$ cat config.mk
export PLATFORM = sky130hd
export DESIGN_NAME = any1_bus_arbiter
export DESIGN_NICKNAME = d
export VERILOG_FILES = /design/src/rtl/any1_pkg.sv /design/src/rtl/any1_rr_picker.sv /design/src/rtl/any1_bus_arbiter.sv
export SDC_FILE = /design/constraint.sdc
export NUM_CORES = 1
export LEC_CHECK = 0
export BUFFER_PORTS_ARGS = -buffer_cell sky130_fd_sc_hd__buf_2
export CAP_MARGIN = 0
export CORE_AREA = 2 2 380 382
export DETAILED_ROUTE_END_ITERATION = 7
export DIE_AREA = 0 0 382 384
export PLACE_DENSITY = 0.3
export SYNTH_ARGS = -nofsm -noshare
export SYNTH_HDL_FRONTEND = slang
export SYNTH_SLANG_ARGS = --single-unit
$ cat constraint.sdc
create_clock -name clk_i -period 2.5 [get_ports clk_i]
set_input_delay 0.125 -clock clk_i [delete_from_list [all_inputs] [get_ports clk_i]]
set_output_delay 0.125 -clock clk_i [all_outputs]
set_load 0.005 [all_outputs]
$ cat src/rtl/any1_pkg.sv
// rtl/any1_pkg.sv - shared types for the ANY-1 system bus arbiter
package any1_pkg;

    typedef enum logic [1:0] {
        ARB_IDLE,
        ARB_ACTIVE,
        ARB_ERR,
        ARB_DRAIN
    } arb_state_t;

    localparam int ARB_TMO_DEFAULT = 255;

    // One master's view of the bus; also used by the any1oo core-side ports.
    typedef struct packed {
        logic         vpa;
        logic         cyc;
        logic         stb;
        logic         we;
        logic [15:0]  sel;
        logic [31:0]  adr;
        logic [127:0] dat;
    } any1_bus_t;

    localparam any1_bus_t ANY1_BUS_IDLE = '0;

endpackage

$ cat src/rtl/any1_rr_picker.sv
// rtl/any1_rr_picker.sv - round-robin find-first starting after the last winner
module any1_rr_picker #(
    parameter int NREQ = 3,
    parameter int IW   = $clog2(NREQ)
) (
    input  logic [NREQ-1:0] req_i,
    input  logic [IW-1:0]   last_i,
    output logic [NREQ-1:0] gnt_o,
    output logic [IW-1:0]   idx_o,
    output logic            valid_o
);

    logic [IW-1:0] cand;

    // Walk last+1, last+2, ... with wrap; the first requester seen wins.
    always_comb begin
        gnt_o   = '0;
        idx_o   = '0;
        valid_o = 1'b0;
        cand    = last_i;
        for (int k = 0; k < NREQ; k++) begin
            cand = (cand == IW'(NREQ - 1)) ? '0 : cand + 1'b1;
            if (!valid_o && req_i[cand]) begin
                valid_o     = 1'b1;
                idx_o       = cand;
                gnt_o[cand] = 1'b1;
            end
        end
    end

endmodule

$ cat src/rtl/any1_bus_arbiter.sv
// rtl/any1_bus_arbiter.sv - round-robin owner of the 128-bit ANY-1 bus with stall timeout
module any1_bus_arbiter
    import any1_pkg::*;
#(
    parameter int NREQ = 3,
    parameter int TMO  = ARB_TMO_DEFAULT,
    parameter int TMOW = 16
) (
    input  logic                  clk_i,
    input  logic                  rst_i,
    input  logic [NREQ-1:0]       m_vpa_i,
    input  logic [NREQ-1:0]       m_cyc_i,
    input  logic [NREQ-1:0]       m_stb_i,
    input  logic [NREQ-1:0]       m_we_i,
    input  logic [NREQ-1:0][15:0] m_sel_i,
    input  logic [NREQ-1:0][31:0] m_adr_i,
    input  logic [NREQ-1:0][127:0] m_dat_i,
    output logic [NREQ-1:0]       m_ack_o,
    output logic [NREQ-1:0]       m_err_o,
    output logic [127:0]          m_dat_o,
    output logic                  vpa_o,
    output logic                  cyc_o,
    output logic                  stb_o,
    output logic                  we_o,
    output logic [15:0]           sel_o,
    output logic [31:0]           adr_o,
    output logic [127:0]          dat_o,
    input  logic                  ack_i,
    input  logic [127:0]          dat_i,
    output logic [NREQ-1:0]       gnt_o
);

    localparam int IW = $clog2(NREQ);
    localparam logic [TMOW-1:0] TMO_LAST = TMOW'(TMO - 1);

    arb_state_t      state_q, state_d;
    logic [NREQ-1:0] gnt_q, gnt_d;
    logic [IW-1:0]   gidx_q, gidx_d;
    logic [IW-1:0]   last_q, last_d;
    logic [TMOW-1:0] tmo_q, tmo_d;

    logic [NREQ-1:0] pick_gnt;
    logic [IW-1:0]   pick_idx;
    logic            pick_valid;

    any1_bus_t mst_bus;
    any1_bus_t slv_bus;

    any1_rr_picker #(
        .NREQ (NREQ),
        .IW   (IW)
    ) u_picker (
        .req_i   (m_cyc_i),
        .last_i  (last_q),
        .gnt_o   (pick_gnt),
        .idx_o   (pick_idx),
        .valid_o (pick_valid)
    );

    always_comb begin
        mst_bus     = ANY1_BUS_IDLE;
        mst_bus.vpa = m_vpa_i[gidx_q];
        mst_bus.cyc = m_cyc_i[gidx_q];
        mst_bus.stb = m_stb_i[gidx_q];
        mst_bus.we  = m_we_i[gidx_q];
        mst_bus.sel = m_sel_i[gidx_q];
        mst_bus.adr = m_adr_i[gidx_q];
        mst_bus.dat = m_dat_i[gidx_q];
    end

    always_comb begin
        state_d = state_q;
        gnt_d   = gnt_q;
        gidx_d  = gidx_q;
        last_d  = last_q;
        tmo_d   = tmo_q;
        slv_bus = ANY1_BUS_IDLE;
        m_ack_o = '0;
        m_err_o = '0;
        case (state_q)
            ARB_IDLE: begin
                if (pick_valid) begin
                    state_d = ARB_ACTIVE;
                    gnt_d   = pick_gnt;
                    gidx_d  = pick_idx;
                    last_d  = pick_idx;
                    tmo_d   = '0;
                end
            end
            ARB_ACTIVE: begin
                slv_bus = mst_bus;
                m_ack_o = gnt_q & {NREQ{ack_i & mst_bus.stb}};
                // Dropping cyc always costs one IDLE cycle before the next grant.
                if (!mst_bus.cyc) begin
                    state_d = ARB_IDLE;
                    gnt_d   = '0;
                    tmo_d   = '0;
                end else if (mst_bus.stb && !ack_i) begin
                    if (tmo_q == TMO_LAST) begin
                        state_d = ARB_ERR;
                        tmo_d   = '0;
                    end else begin
                        tmo_d = tmo_q + 1'b1;
                    end
                end else begin
                    tmo_d = '0;
                end
            end
            ARB_ERR: begin
                m_err_o = gnt_q;
                state_d = ARB_DRAIN;
            end
            ARB_DRAIN: begin
                // Grant is held until the aborted master lets go of cyc.
                if (!mst_bus.cyc) begin
                    state_d = ARB_IDLE;
                    gnt_d   = '0;
                end
            end
            default: state_d = ARB_IDLE;
        endcase
    end

    always_ff @(posedge clk_i) begin
        if (rst_i) begin
            state_q <= ARB_IDLE;
            gnt_q   <= '0;
            gidx_q  <= '0;
            last_q  <= IW'(NREQ - 1);
            tmo_q   <= '0;
        end else begin
            state_q <= state_d;
            gnt_q   <= gnt_d;
            gidx_q  <= gidx_d;
            last_q  <= last_d;
            tmo_q   <= tmo_d;
        end
    end

    assign vpa_o   = slv_bus.vpa;
    assign cyc_o   = slv_bus.cyc;
    assign stb_o   = slv_bus.stb;
    assign we_o    = slv_bus.we;
    assign sel_o   = slv_bus.sel;
    assign adr_o   = slv_bus.adr;
    assign dat_o   = slv_bus.dat;
    assign gnt_o   = gnt_q;
    assign m_dat_o = dat_i;

endmodule

Yosys cells after proc, flatten, opt, wreduce, memory -nomap -nowiden:

Index checks and enable logic that the tools add are counted.

* flip-flop bits (word level): 25
* latch bits: 0
* memory bits (writable): 0
* bits in read-only memories: 0
* input port bits: 671
* output and inout bits: 317
* logic and storage cells: 104
* memories kept: 0

* add/subtract/negate cells: 4
* multiply operators: 0
* divide/modulo/power cells: 0
* magnitude comparators: 7
* equality and inequality tests: 12
* shifts and indexed selects: 0
* mux-type cells: 55
* bitwise operators: 4
* reduce and logical (&&, ||, !) cells: 17

Operators by type and width (number)
* binary-select mux 128 bit (select 2 bit): 1
* 2-to-1 mux 180 bit: 1
* 2-to-1 mux 128 bit: 1
* 2-to-1 mux 16 bit: 5
* binary-select mux 32 bit (select 2 bit): 1
* binary-select mux 16 bit (select 2 bit): 1
* 2-to-1 mux 32 bit: 1
* one-hot mux 16 bit (2 select lines): 1
* 2-to-1 mux 2 bit: 11
* 2-to-1 mux 3 bit: 7
* adder 16 x 1 -> 16 bit, second input constant: 1
* == test 16 x 8 -> 1 bit, second input constant: 1
* binary-select mux 1 bit (select 2 bit): 7
* 2-to-1 mux 1 bit: 13
* less-than comparator 2 x 3 -> 1 bit, second input constant: 4
* == test 2 bit, second input constant: 5
* one-hot mux 2 bit (4 select lines): 1
* adder 2 x 1 -> 2 bit, second input constant: 3
* demux 1 bit (select 2 bit): 3
* greater-or-equal comparator 2 x 1 -> 1 bit, second input constant: 3
* logical AND 1 bit: 6
* != test 2 bit, second input constant: 3
* != test 3 bit, second input constant: 2
* bitwise OR 3 bit: 2
* 11 further kinds: 15

Depth between registers and ports, before layout:

Gate-level depths: netlist of the first run.

* depth in word-level cells: 14
* depth in mapped cells: 8
* mapped depth without buffers: 7

Hierarchy:

Synthesis of the first run repeated with hierarchy kept, for this count alone.

* cells, all modules: 1098
* area total of the unflattened synthesis: 6720.2 sq um

Modules (own cells, without submodules)
* any1_bus_arbiter: times used 1, cells each 1087, area each 6635.1 sq um
* any1_rr_picker: times used 1, cells each 11, area each 85.1 sq um

Worst setup path after synthesis of the first run:

No wires, ideal clock.

* path type: reg2reg
* start point: register tmo_q[0]
* end point: register tmo_q[10]
* library setup time: 0.074 ns
* arrival time: 1.752 ns
* data required time: 2.426 ns
* setup slack: 0.674 ns
* cell stages (with the launch flop): 9
* period minus slack after synthesis: 1.826 ns
* path through: dfxtp_1 > inv_1 > ha_1 > nor4b_1 > nand4_1 > nand4bb_1 > buf_2 > or4_1 > a31oi_1

* word-level cells in the longest chain between the ends: 5

RTL lines
* start, declared: RTL line any1_bus_arbiter.sv:40 `logic [TMOW-1:0] tmo_q, tmo_d;`
* start signal, assigned: RTL line any1_bus_arbiter.sv:136 `tmo_q <= tmo_d;`
* adder 16 x 1 -> 16 bit or == test 16 x 8 -> 1 bit (tied branches): RTL line any1_bus_arbiter.sv:103, any1_bus_arbiter.sv:99
* 2-to-1 mux 16 bit *: RTL line any1_bus_arbiter.sv:99 `if (tmo_q == TMO_LAST) begin`
* 2-to-1 mux 16 bit *: RTL line any1_bus_arbiter.sv:98 `end else if (mst_bus.stb && !ack_i) begin`
* 2-to-1 mux 16 bit *: RTL line any1_bus_arbiter.sv:94 `if (!mst_bus.cyc) begin`
* one-hot mux 16 bit (2 select lines) *: RTL line any1_bus_arbiter.sv:80 `case (state_q)`

Every way passes the cells marked *; elsewhere a longest branch is shown, timed or not.
A chain may end at the register's enable or synchronous reset.

Final worst setup path of the first run:

* start point: register gidx_q[1]
* end point: output port dat_o[69]

* word-level cells in the longest chain between the ends: 3

RTL lines
* start, declared: RTL line any1_bus_arbiter.sv:38 `logic [IW-1:0] gidx_q, gidx_d;`
* start signal, assigned: RTL line any1_bus_arbiter.sv:134 `gidx_q <= gidx_d;`
* binary-select mux 128 bit (select 2 bit): RTL line any1_bus_arbiter.sv:68 `mst_bus.dat = m_dat_i[gidx_q];`
* 2-to-1 mux 128 bit (not written as such): RTL line any1_bus_arbiter.sv:68
* 2-to-1 mux 180 bit: RTL line any1_bus_arbiter.sv:80
* end, declared: RTL line any1_bus_arbiter.sv:27 `output logic [127:0] dat_o,`

Every way passes these cells. The select of a mux whose other input is x is not followed.

==> key figures, run 1 <==
Outcome
  • Status: complete, no violations

Run
  • Maxcap violations: 0

Worst setup path
  • Crit path launch type: flip-flop
  • CP Data Arrival Time: 2.24 ns
  • Nature of the critical path endpoint: primary output
  • Worst path slowest cell: dfxtp_4
  • Critical path fanouts, max: 29
  • Worst EP required: 2.38 ns
  • Setup CP Type: flip-flop to primary output
  • Cell breakdown of the critical path: buf_6 -> buf_12 -> buf_4 -> mux2i_1 -> nor2_1 -> a21oi_1 -> nor2_1 -> buf_2
  • Most frequent cell on the critical path: nor2_1
  • CP max stage delay: between 0.3 and 0.4 ns

STA
  • RSZ-0062 raised after global routing: false
  • Period utilization: 0.945
  • Final Setup Violations: 0
  • Max_slew headroom: 0.546
  • Max Transition Viols Final: 0
  • Worst hold margin: around 0.21 ns
  • Total negative slack: 0 ns
  • Min Tclk post-route: 2.36 ns
  • Worst-Margin Slew: 0.681 ns
  • Final Hold Vio Count: 0
  • Clock Skew: ~0.0038 ns
  • Achievable Freq: between 400 and 500 MHz

Synthesis
  • Yosys warning count: 0
  • Post-Synthesis Cells: between 1000 and 1500
  • Cell Area, Synth: 6630 um^2
  • Ys async rst share: 0
  • Register area share after synthesis: 0.0725
  • Top_reg_cell synth: dfxtp_1
  • Number of flops mapped to enable cells by yosys: 0
  • Mapped Nets: 1763
  • Mean Syn Cell Area: 6.08 um^2
  • Distinct cells, synth: 38
  • #FFs+latches synth: 24

Power and ir drop
  • Leak: between 0.005 and 0.006 uW
  • Switching power: between 1000 and 1500 uW
  • Max IR drop VDD: 184 uV
  • Reg power frac: 0.140
  • Clock Power Share: 0.136
  • Power share of the combinational group: 0.724
  • Pint: 1540 uW
  • Pwr dens: 242 nW/um^2
  • Sw Share: 0.472

Drt
  • Routed Antenna Nets: 0
  • DR pass1 iterations: 5
  • WL/cell: 21.1 um
  • Residual DRC: 0
  • Vias per inst: 2.83
  • Post-Route WL: 75300 um
  • Vias post-DR: 10100
  • Iter 0 DRT Violations: a little over 500

Clock network
  • CTS Sinks: 24
  • Clock Latency Late Sink: 0.26 ns
  • Worst-path clk slew: 0.07 ns
  • CTS Root Cell: clkbuf_16
  • Clk buf depth: 2
  • Num CTS Buffers: 3
  • H-tree levels: 1
  • CTS tree: built

Die
  • Die H: approximately 380 um
  • I/O pin cnt: 988
  • Initial Util: 0.0464
  • Row count: 139
  • Core ar.: 143000 um^2
  • Die ar.: 147000 um^2
  • Die width: approximately 380 um

Final layout
  • # fillers: 17000
  • Layout cell share with drive strength beyond 1: 0.480
  • Area grow syn2layout: 81.5%
  • Sequential Area: 488 um^2
  • Area of the multi-input gates: 4850 um^2
  • Nets: 2334

GRT
  • First-pass GRT wire length: 93400 um
  • Largest net degree at the start of global routing: 104
  • GRT Util Overall: 0.0948
  • Grt ovf: 0
  • Vias in the first global route: between 9000 and 10000
  • Initial antenna violation count: 53

Placement
  • DPL Wire Length: 67400 um
  • Port Buf Inserts: 731
  • RePlAce Congestion: 0.816

Hold path
  • HP Class: primary input to flip-flop
cells in the mapped netlist (all sizes together) (3+ instances only):
| library cell | n | share of area |
|---|---|---|
| nand4 | 4 | 0.0038 |
| o21a | 3 | 0.0036 |
| and3 | 6 | 0.0057 |
| dfxtp | 24 | 0.072 |
| a21oi | 188 | 0.14 |
| or3 | 6 | 0.0057 |
| a31oi | 10 | 0.0094 |
| nor2b | 4 | 0.0038 |
| or4 | 4 | 0.0045 |
| nand3 | 18 | 0.014 |
| clkbuf | 58 | 0.033 |
| nor2 | 363 | 0.21 |
| nand3b | 4 | 0.0045 |
| nand2 | 23 | 0.013 |
| mux2i | 180 | 0.27 |
| and2 | 6 | 0.0057 |
| nor3 | 7 | 0.0053 |
| buf | 157 | 0.17 |
| xor2 | 3 | 0.0040 |
area by class of cell:
cell class / instances / share of cell area
flip-flops and latches: 24 / 0.0405
repair buffers: 781 / 0.349
multi-input cells: 850 / 0.403
diodes: 8 / 0.00166
clock buffers: 4 / 0.00738
well taps: 1903 / 0.198
inverters: 1 / 0.000312
cells by family (layout without fill, tap and decap cells):
group | count (synthesis) | in the layout | synth area share
AO/OA/AOI/OAI | 207 | 207 | 0.162
XOR/XNOR | 3 | 3 | 0.00396
adder cells (fa/ha/maj) | 2 | 2 | 0.00377
buffers and inverters | 216 | 786 | 0.199
flip-flops | 24 | 24 | 0.0725
multiplexers | 180 | 180 | 0.272
other | 0 | 8 | 0
AND/OR/NAND/NOR | 458 | 458 | 0.288
repair_timing:
item	4_1_cts	5_1_grt
resized for setup	3	0
endpoints found under the setup margin	10	0
hold buffers	0	0
buffers inserted	3	0
placed cells by master, fill, tap and decap left out, drive strengths merged, types with 3 or more instances in the layout:
| cell type | n |
|---|---|
| buf | 781 |
| xor2 | 3 |
| a21oi | 188 |
| o21a | 3 |
| nand4 | 4 |
| nor3 | 7 |
| nand2 | 23 |
| nor2b | 4 |
| and2 | 6 |
| or3 | 6 |
| dfxtp | 24 |
| clkbuf | 4 |
| mux2i | 180 |
| a31oi | 10 |
| and3 | 6 |
| diode | 8 |
| nand3 | 18 |
| or4 | 4 |
| nor2 | 363 |
| nand3b | 4 |
per-layer routing:
| layer | wire length (um) | up-vias | GRT usage |
|---|---|---|---|
| met5 | 303 | - | 0.0110 |
| met4 | 1240 | 12 | 0.0120 |
| met3 | 11600 | 88 | 0.0591 |
| met2 | 33900 | 735 | 0.152 |
| met1 | 28300 | 4576 | 0.108 |
| li1 | - | 4694 | - |
sequential cells by signal (all words and copies together) (netlist names), named ones only:
| signal | count |
|---|---|
| gnt_o | 3 |
| last_q | 1 |
| state_q | 1 |
| tmo_q | 16 |
| gidx_q | 2 |
through the flow:
| step | power [uW] | cells | utilization | area [um^2] | setup slack [ns] |
|---|---|---|---|---|---|
| after floorplan | 1440 | 1090 | - | 6630 | 0.674 |
| after global placement | 2580 | 3557 | 0.0834 | 11900 | 0.129 |
| after detailed placement | 2570 | 3557 | 0.0834 | 11900 | 0.0627 |
| after CTS | 2980 | 3563 | 0.0842 | 12000 | 0.158 |
| after global routing | 3170 | 3565 | 0.0842 | 12000 | 0.0288 |
| final | 2920 | 3571 | 0.0843 | 12000 | 0.137 |
worst max-delay path: cells and delay by family, from the launching register on:
kind / cells / cell delay, ns
compound gates: 1 / 0.22
buf+inv: 4 / 0.87
flops: 1 / 0.36
mux: 1 / 0.21
simple gates: 2 / 0.24
power by group through the flow:
stage	Clock (uW)	Combinational [uW]	Sequential [uW]
4_1_cts	412	2160	411
3_3_place_gp	0	2150	425
2_1_floorplan	0	1040	406
5_1_grt	428	2330	412
6_report	396	2110	410
3_5_place_dp	0	2140	425
path summary, 6_finish.rpt:
path	slack, ns	cells after the start	startpoint	to
max	0.14	8	gidx_q[1]$_SDFFE_PP0P_	dat_o[69]
min	0.21	3	m_cyc_i[0]	gnt_o[0]$_SDFFE_PP0P_
max reg2reg	0.28	7	gidx_q[1]$_SDFFE_PP0P_	tmo_q[8]$_SDFFE_PP0P_
min reg2reg	0.51	2	tmo_q[7]$_SDFFE_PP0P_	tmo_q[7]$_SDFFE_PP0P_
Power figures use the tool's default switching activity.
==> run 2, diff against run 1 <==
ABC_AREA = 1   (was default)
CORE_AREA = 2 2 383 385   (was 2 2 380 382)
DIE_AREA = 0 0 385 387   (was 0 0 382 384)
==> key figures, run 2 <==
Worst setup path
  • CP max stage delay: 0.45 ns (+0.09 ns)
  • Critical path fanouts, max: 43 (+48%)
  • Worst path slowest cell: dfxtp_4
  • CP top delay family: buffers and inverters
  • CP Data Arrival Time: 2.27 ns (+0.03 ns)
  • R2R depth: 9 (+2)
  • Worst EP required: 2.38 ns (about the same)
  • Cell breakdown of the critical path: nor2_4 -> buf_12 -> buf_4 -> nand2_1 -> a21oi_1 -> buf_2
  • CP Buf/Inv Count: 3 (-1)
  • RR Startpoint: gidx_q[0]$_SDFFE_PP0P_
  • Nature of the critical path endpoint: primary output
  • Setup CP Type: flip-flop to primary output
  • Worst R2R Setup Slack: 0.57 ns (+0.29 ns)
  • Reg-to-reg endpoint: tmo_q[10]$_SDFFE_PP0P_
  • Crit path launch type: flip-flop

Power and ir drop
  • Switching power: 3620 uW (+160%)
  • Reg power frac: 0.077 (-0.063)
  • Leak: 0.00551 uW (+5.3%)
  • Power share of the combinational group: 0.847 (+0.123)
  • Clock Power Share: 0.076 (-0.060)
  • Sw Share: 0.573 (+0.100)
  • Max IR drop VDD: 262 uV (+42%)
  • Pwr dens: 513 nW/um^2 (+110%)
  • Pint: 2700 uW (+75%)

Drt
  • Iter 0 DRT Violations: 796 (+56%)
  • WL/cell: 20.8 um (-1.1%)
  • Routed Antenna Nets: 0 (unchanged)
  • Vias per inst: 3.06 (+8.3%)
  • Post-Route WL: 81400 um (+8.1%)
  • Vias post-DR: 12000 (+18%)
  • DR pass1 iterations: 5 (unchanged)
  • Residual DRC: 0 (unchanged)

Synthesis
  • Distinct cells, synth: 28 (-26%)
  • Mean Syn Cell Area: 4.90 um^2 (-20%)
  • Mapped Nets: 2094 (+19%)
  • Post-synth top area cell: nor2_1
  • Most frequent cell after synthesis: nor2_1
  • Cell Area, Synth: 6960 um^2 (+4.9%)
  • Most instantiated cells after synthesis: nor2_1 (399), nand2_1 (255), a21oi_1 (200), o21ai_0 (182), buf_4 (130)
  • Post-Synthesis Cells: 1421 (+30%)
  • Register area share after synthesis: 0.0690 (-0.00341)
  • Number of flops mapped to enable cells by yosys: 0 (unchanged)
  • Yosys warning count: 0 (unchanged)
  • #FFs+latches synth: 24 (unchanged)
  • Ys async rst share: 0 (unchanged)
  • Top_reg_cell synth: dfxtp_1
  • Synth top area share: 0.215 (-0.0565)
  • Synth area leaders: nor2_1 (22%), a21oi_1 (14%), buf_4 (14%)

Die
  • Die ar.: 149000 um^2 (+1.6%)
  • Row count: 140 (+0.72%)
  • Die width: 385 um (+0.79%)
  • Core ar.: 145000 um^2 (+1.5%)
  • Initial Util: 0.0480 (+0.00160)
  • I/O pin cnt: 988 (unchanged)
  • Die H: 387 um (+0.78%)

Final layout
  • Sequential Area: 488 um^2 (unchanged)
  • Fin area: 12300 um^2 (+2.3%)
  • Area grow syn2layout: 76.9%
  • Largest register FFs: 16 (unchanged)
  • # fillers: 17500 (+2.8%)
  • Nets: 2655 (+14%)
  • Most frequent cells in the layout: buf_2 (731), nor2_1 (399), nand2_1 (255)
  • Reg with most FFs: tmo_q
  • Layout cell share with drive strength beyond 1: 0.410 (-0.0696)
  • Area of the multi-input gates: 4910 um^2 (+1.2%)
  • Most common cell after layout, fill and taps aside: buf_2

Clock network
  • Num CTS Buffers: 3 (unchanged)
  • H-tree levels: 1 (unchanged)
  • CTS tree: built
  • Hold buffers post-CTS: 0 (unchanged)
  • Clock Latency Late Sink: 0.26 ns (about the same)
  • Post-CTS Setup Bufs: 0 (-3)
  • Worst-path clk slew: 0.07 ns (about the same)
  • CTS Sinks: 24 (unchanged)
  • CTS Root Cell: clkbuf_16
  • Clk buf depth: 2 (unchanged)

Placement
  • Port Buf Inserts: 731 (unchanged)
  • RePlAce Congestion: 0.958 (+17%)
  • Area after DPL: 12200 um^2 (+2.4%)
  • DPL Wire Length: 72100 um (+7.0%)

GRT
  • Initial antenna violation count: 83 (+57%)
  • Most Crowded Layer GR: met2
  • Vias in the first global route: 11300 (+16%)
  • GRT Util Overall: 0.102 (+0.00668)
  • Grt ovf: 0 (unchanged)
  • Largest net degree at the start of global routing: 76 (-27%)
  • First-pass GRT wire length: 103000 um (+10%)
  • Met1 Use GR: 0.123 (+0.0147)
  • Met3 Use GR: 0.0375 (-0.0216)
  • Met2 Resource Use GR: 0.175 (+0.0223)

STA
  • Final Setup Violations: 0 (unchanged)
  • Max_slew headroom: 0.599 (+0.0531)
  • Worst-Margin Slew: 0.602 ns (-0.0797 ns)
  • RSZ-0062 raised after global routing: false
  • Min Tclk post-route: 2.39 ns (+0.0290 ns)
  • Final Hold Vio Count: 0 (unchanged)
  • Period utilization: 0.957 (+0.0116)
  • Achievable Freq: 418 MHz (-1.2%)
  • Total negative slack: 0 ns (unchanged)
  • Max Transition Viols Final: 0 (unchanged)
  • Clock Skew: 0.00656 ns (+0.00280 ns)

Run
  • Maxcap violations: 0 (unchanged)

Outcome
  • Status: complete, no violations

Hold path
  • HP Start: dat_i[18]
  • HP Class: primary input to primary output
  • End point of the worst hold path: m_dat_o[18]
  • Hold Path Depth: 0 (-3)
-- run 2: power by group through the flow --
stage / registers [uW] / logic, uW / clock network, uW
2_1_floorplan: 449 / 2750 / 0
3_3_place_gp: 496 / 5490 / 0
3_5_place_dp: 499 / 5440 / 0
4_1_cts: 489 / 5460 / 495
5_1_grt: 498 / 5940 / 511
6_report: 486 / 5350 / 481
-- run 2: worst max path at each step --
stage                           startpoint                    end  slack (ns)  cells past startpoint
global route        gidx_q[0]$_SDFFE_PP0P_               adr_o[0]        0.02                      8
detailed placement  gidx_q[0]$_SDFFE_PP0P_               adr_o[0]        0.35                      6
global placement    gidx_q[0]$_SDFFE_PP0P_               adr_o[0]        0.34                      6
floorplan            tmo_q[0]$_SDFFE_PP0P_  tmo_q[0]$_SDFFE_PP0P_        0.99                      9
finish              gidx_q[0]$_SDFFE_PP0P_             dat_o[125]        0.11                      6
CTS                 gidx_q[0]$_SDFFE_PP0P_               adr_o[0]        0.04                      6
-- run 2: timing repair --
| item | CTS | global route |
|---|---|---|
| setup endpoints to repair | 0 | 1 |
| hold endpoints to repair | 0 | 0 |
| resized for setup | 0 | 2 |
-- run 2: metrics by stage --
stage,power (uW),setup WS [ns],hold WS [ns],instances,util
finish,6320,0.108,0.250,3903,0.0850
global route,6950,0.0185,0.250,3898,0.0849
CTS,6450,0.0418,0.250,3898,0.0849
detailed placement,5940,0.346,0.250,3894,0.0841
global placement,5990,0.345,0.250,3894,0.0841
floorplan,3200,0.990,0.279,1421,-
-- run 2: layer usage --
| layer | routed length, um | vias up | part of all wire |
|---|---|---|---|
| met5 | 54 | - | 0.00066 |
| met4 | 1830 | 10 | 0.023 |
| met3 | 8830 | 188 | 0.11 |
| met2 | 38100 | 811 | 0.47 |
| met1 | 32500 | 5344 | 0.40 |
| li1 | - | 5609 | - |
-- run 2: layout make-up --
type,count,share of cell area
diodes,5,0.00102
well taps,1917,0.195
multi-input cells,1126,0.399
flip-flops and latches,24,0.0396
repair buffers,791,0.345
clock inverters,1,0.00244
clock buffers,3,0.00610
inverters,36,0.0122
-- run 2: cell families (layout without fill, tap and decap cells) --
group	Yosys count	in the layout	synth area share
DFF	24	24	0.0690
AOI/OAI and AO/OA	390	390	0.284
and+or+nand+nor	731	731	0.413
xor gates and xnor gates	3	3	0.00378
buffers and inverters	271	831	0.227
other	0	5	0
adders and majority gates	2	2	0.00360
-- run 2: worst reg2reg max path, cell delays in order (launching register included) --
cell and delay, ns:
dfxtp_4 0.55, inv_8 0.19, nand2_2 0.12, nand2_2 0.06
a21oi_4 0.14, nand3_1 0.10, nand2_2 0.22, buf_4 0.25
nand3_1 0.10, a21oi_1 0.14
